File: src/rtl/ped_btn_cond.sv
// Pedestrian button conditioner: synchronise, debounce, and turn each accepted press into a PED_SW pulse.
// Optional macro RED_LOCKOUT_EN discards presses that arrive while RED is high.
module ped_btn_cond #(
   parameter int DB_CYC    = 4,
   parameter int PULSE_CYC = 3,
   parameter int CNT_W     = 8
) (
   input  logic             CLK,
   input  logic             RST,
   input  logic             BTN_IN,
   input  logic             RED,
   output logic             PED_SW,
   output logic             PENDING,
   output logic [CNT_W-1:0] PRESS_CNT
);

   typedef enum logic {IDLE, PULSE} state_t;

   localparam logic [15:0] DB_LAST    = 16'(DB_CYC - 1);
   localparam logic [7:0]  PULSE_LOAD = 8'(PULSE_CYC - 1);

   logic        s1, s2;
   logic        db, db_prev, red_d;
   logic [15:0] db_cnt;
   logic [7:0]  pulse_cnt, pulse_cnt_next;
   state_t      state, state_next;
   logic        press, red_rise, accept;

   always_ff @(posedge CLK) begin
      if (RST) begin
         s1 <= 1'b0;
         s2 <= 1'b0;
      end else begin
         s1 <= BTN_IN;
         s2 <= s1;
      end
   end

   // The debounced level only moves after DB_CYC consecutive disagreeing samples.
   always_ff @(posedge CLK) begin
      if (RST) begin
         db      <= 1'b0;
         db_prev <= 1'b0;
         db_cnt  <= '0;
      end else begin
         db_prev <= db;
         if (s2 == db) begin
            db_cnt <= '0;
         end else if (db_cnt == DB_LAST) begin
            db     <= s2;
            db_cnt <= '0;
         end else begin
            db_cnt <= db_cnt + 16'd1;
         end
      end
   end

   assign press    = db & ~db_prev;
   assign red_rise = RED & ~red_d;
   assign PED_SW   = (state == PULSE);

   always_comb begin
      state_next     = state;
      pulse_cnt_next = pulse_cnt;
      accept         = press && (state == IDLE) && !PENDING;
`ifdef RED_LOCKOUT_EN
      if (RED) accept = 1'b0;
`endif
      case (state)
         IDLE: begin
            if (accept) begin
               state_next     = PULSE;
               pulse_cnt_next = PULSE_LOAD;
            end
         end
         PULSE: begin
            if (pulse_cnt == 8'd0) state_next = IDLE;
            else                   pulse_cnt_next = pulse_cnt - 8'd1;
         end
         default: state_next = IDLE;
      endcase
   end

   // A new accepted press outranks a simultaneous RED rise when updating PENDING.
   always_ff @(posedge CLK) begin
      if (RST) begin
         state     <= IDLE;
         pulse_cnt <= '0;
         red_d     <= 1'b0;
         PENDING   <= 1'b0;
         PRESS_CNT <= '0;
      end else begin
         state     <= state_next;
         pulse_cnt <= pulse_cnt_next;
         red_d     <= RED;
         if (accept)        PENDING <= 1'b1;
         else if (red_rise) PENDING <= 1'b0;
         if (accept && (PRESS_CNT != '1)) PRESS_CNT <= PRESS_CNT + CNT_W'(1);
      end
   end

endmodule

File: config.mk
export PLATFORM = sky130hd
export DESIGN_NAME = ped_btn_cond
export DESIGN_NICKNAME = d
export VERILOG_FILES = /design/src/rtl/ped_btn_cond.sv
export SDC_FILE = /design/constraint.sdc
export NUM_CORES = 1
export LEC_CHECK = 0
export BUFFER_PORTS_ARGS = -buffer_cell sky130_fd_sc_hd__buf_2
export CAP_MARGIN = 5
export CORE_ASPECT_RATIO = 1.25
export CORE_MARGIN = 2
export CORE_UTILIZATION = 40
export CTS_CLUSTER_SIZE = 28
export DETAILED_ROUTE_END_ITERATION = 10
export GPL_ROUTABILITY_DRIVEN = 0
export SETUP_SLACK_MARGIN = 0.1
export SLEW_MARGIN = 40
export SYNTH_ARGS = -nofsm -noshare
export SYNTH_HDL_FRONTEND = slang
export SYNTH_SLANG_ARGS = --single-unit
File: constraint.sdc
create_clock -name CLK -period 1.8 [get_ports CLK]
set_input_delay 0.36 -clock CLK [delete_from_list [all_inputs] [get_ports CLK]]
set_output_delay 0.36 -clock CLK [all_outputs]
set_load 0.05 [all_outputs]
==> run metrics <==
drt total wl=3.11 mm; via-per-instance ratio=5.05; Max Freq=0.646 GHz; syn nets=197; H-tree Lvls=2; P_leak=0.701 nW; 1st-iter DRT viols=53; crit-path max FO=15; max-cap violations=0; Max-slew headroom=72.8%; Core Rows=26; Hold Violations, Final=0; Worst EP arrival=1.73 ns; max-slew violation count=0; clk slew on worst S/H paths=0.08 ns; Slew @ Worst Pin=0.404 ns; Core Footprint=0.00413 mm^2; DRT Pass-1 Iters=4; largest net degree at the start of global routing=21; Final setup viols=0; crit path kind=reg -> reg; Syn-to-layout area delta=14.3%; worst ir drop on vdd=464 uV; Yosys cell types=36; first-pass GRT wire length=5.35 mm; I/O pin count=14; TritonCTS Buffers=5; Power Density=748 mW/mm^2; Clock Latency Late Sink=0.29 ns; CP required=1.98 ns; DRT antenna net count=0; TritonCTS clock tree=yes; minimum clock period=1.55 ns; Initial Util=41.8%; crit path capture type=flip-flop; initial antenna violation count=0; Hold Crit Class=in -> reg; Die Y=77.5 um; DIE AREA=0.00486 mm^2; vias post-DR=1348; fin nets=218; Worst Clk Skew=0.00574 ns; vias in the first global route=1232; sequential cell area fraction in the yosys report=45.2%; CTS root buf=clkbuf_8; Hold Path Origin=BTN_IN; Die Wd=62.8 um; Setup TNS Final=0 ns; Crit path max-delay family=simple AND/OR/NAND/NOR gates; DRC errors left=0; total track usage=13.8%; number of inserted diodes=0; CP max stage delay=0.36 ns; RR Startpoint=db_cnt[0]$_SDFF_PP0_; Worst path slowest cell=dfxtp_1; # clock sinks=39; CTS hold repair buffers=0; Worst setup startpoint=db_cnt[0]$_SDFF_PP0_; Tot Pwr=1.48 mW; RSZ-0062 raised after global routing=no; Post-Synthesis Cell Area=0.00173 mm^2; crit-path cells=ha_1 > nor4b_1 > nand4_1 > nand2_1 > buf_4 > nor2_1; DR WL/cell=11.6 um; Tcrit/Tclk final=86.0%; Final HPWL DP=2.19 mm; synth warn=0; fill cell count=435; CP Launch Type=flip-flop; syn avg cell area=9.14 um^2; Max clock buf depth=2; layout cells sized above 1=19.0%; #FFs+latches synth=39; CP Buf/Inv Count=1; Port Buffers=13; Cells after Synth=189; status=finished clean; remaining global-route overflow=0
[cell families after synthesis]
| family | count (synthesis) | share of synthesized area [%] |
|---|---|---|
| buffers and inverters | 11 | 3.19 |
| xor gates and xnor gates | 22 | 11.2 |
| muxes | 5 | 2.97 |
| adders and majority gates | 4 | 2.90 |
| and+or+nand+nor | 90 | 27.2 |
| AOI/OAI and AO/OA | 18 | 7.46 |
| DFF | 39 | 45.2 |
[cell usage in the layout, fill, tap and decap left out, drive strengths merged, types with 5 or more instances in the layout]
master,n
nor2,35
dfxtp,39
xnor2,16
clkbuf,5
nand3,8
nand4,5
nor3,8
inv,6
nand2,7
nor4,8
xor2,6
buf,19
a21oi,6
[area by class of cell]
cell class	count	area [um^2]	share of cell area, %
multi-input cells	139	897	45.4
clock inverters	3	20.0	1.01
repair buffers	19	110	5.57
clock buffers	5	68.8	3.48
inverters	6	22.5	1.14
well taps	56	70.1	3.55
flip-flops and latches	39	787	39.8
[metrics by stage]
step | instances | instance area, um^2 | hold slack (ns) | setup WS, ns | util [%]
2_1_floorplan | 189 | 1730 | 0.414 | 0.0941 | -
6_report | 267 | 1980 | 0.274 | 0.251 | 47.8
5_1_grt | 267 | 1980 | 0.294 | 0.117 | 47.8
3_3_place_gp | 258 | 1870 | 0.426 | 0.174 | 45.4
3_5_place_dp | 258 | 1870 | 0.432 | 0.134 | 45.4
4_1_cts | 266 | 1960 | 0.264 | 0.122 | 47.5
[cells in the mapped netlist]
cell type   n  share of area, %
dfxtp_1    39                45
nor2_1     35               7.6
xnor2_1    16               8.1
nand3_1     8               2.3
nor3_1      8               2.3
nor4_1      8               2.9
nand2_1     7               1.5
a21oi_1     6               1.7
inv_1       6               1.3
xor2_1      6               3.0
a211oi_1    4               1.7
ha_1        4               2.9
mux2i_1     4               2.3
nand4_1     4               1.4
nor2b_1     4               1.4
o21ai_0     4               1.2
and3_1      3               1.1
or3_1       3               1.1
buf_2       2              0.58
or2_2       2              0.72
a21boi_2    1              0.65
and2_1      1              0.36
clkbuf_1    1              0.22
clkbuf_2    1              0.29
clkbuf_8    1              0.80
mux2_2      1              0.65
nand2b_1    1              0.36
nand4_2     1              0.72
nor3b_1     1              0.43
nor4b_1     1              0.51
nor4b_4     1               1.4
o2111ai_1   1              0.51
o211ai_1    1              0.43
o211ai_4    1               1.2
or3b_1      1              0.51
or4_1       1              0.43
[worst reg2reg max path, cell delays in order (launching register included)]
cell and delay, ns:
dfxtp_1 0.36, ha_1 0.25, nor4b_1 0.24, nand4_1 0.21, nand2_1 0.11, buf_4 0.20, nor2_1 0.07
[timing repair]
action | 4_1_cts | 5_1_grt
endpoints found under the setup margin | 0 | 7
buffers inserted | 0 | 1
resized for setup | 0 | 1
[power breakdown]
group,internal (mW),switching [mW]
logic,0.00756,0.0143
registers,0.866,0.00147
clock network,0.270,0.320
total,1.14,0.335
[path summary, 6_finish.rpt]
kind	to	slack, ns	cells past startpoint
setup / recovery	db_cnt[14]$_SDFF_PP0_	0.25	6
hold / removal	s1$_SDFF_PP0_	0.27	2
hold reg to reg	s2$_SDFF_PP0_	0.45	1
setup reg to reg	db_cnt[14]$_SDFF_PP0_	0.25	6
[flip-flops by register name, summed over array words and instances (netlist names)]
signal,count
PENDING,1
s2,1
PED_SW,1
pulse_cnt,8
db,1
PRESS_CNT,8
red_d,1
db_cnt,16
s1,1
db_prev,1
[routing by layer]
metal	part of all wire [%]	vias up	track usage (%)
met5	0	-	0
met2	49	24	24.9
met3	3.5	6	3.04
met4	1.9	0	7.33
met1	46	626	14.9
li1	-	692	-
(Power assumes the default switching activity.)
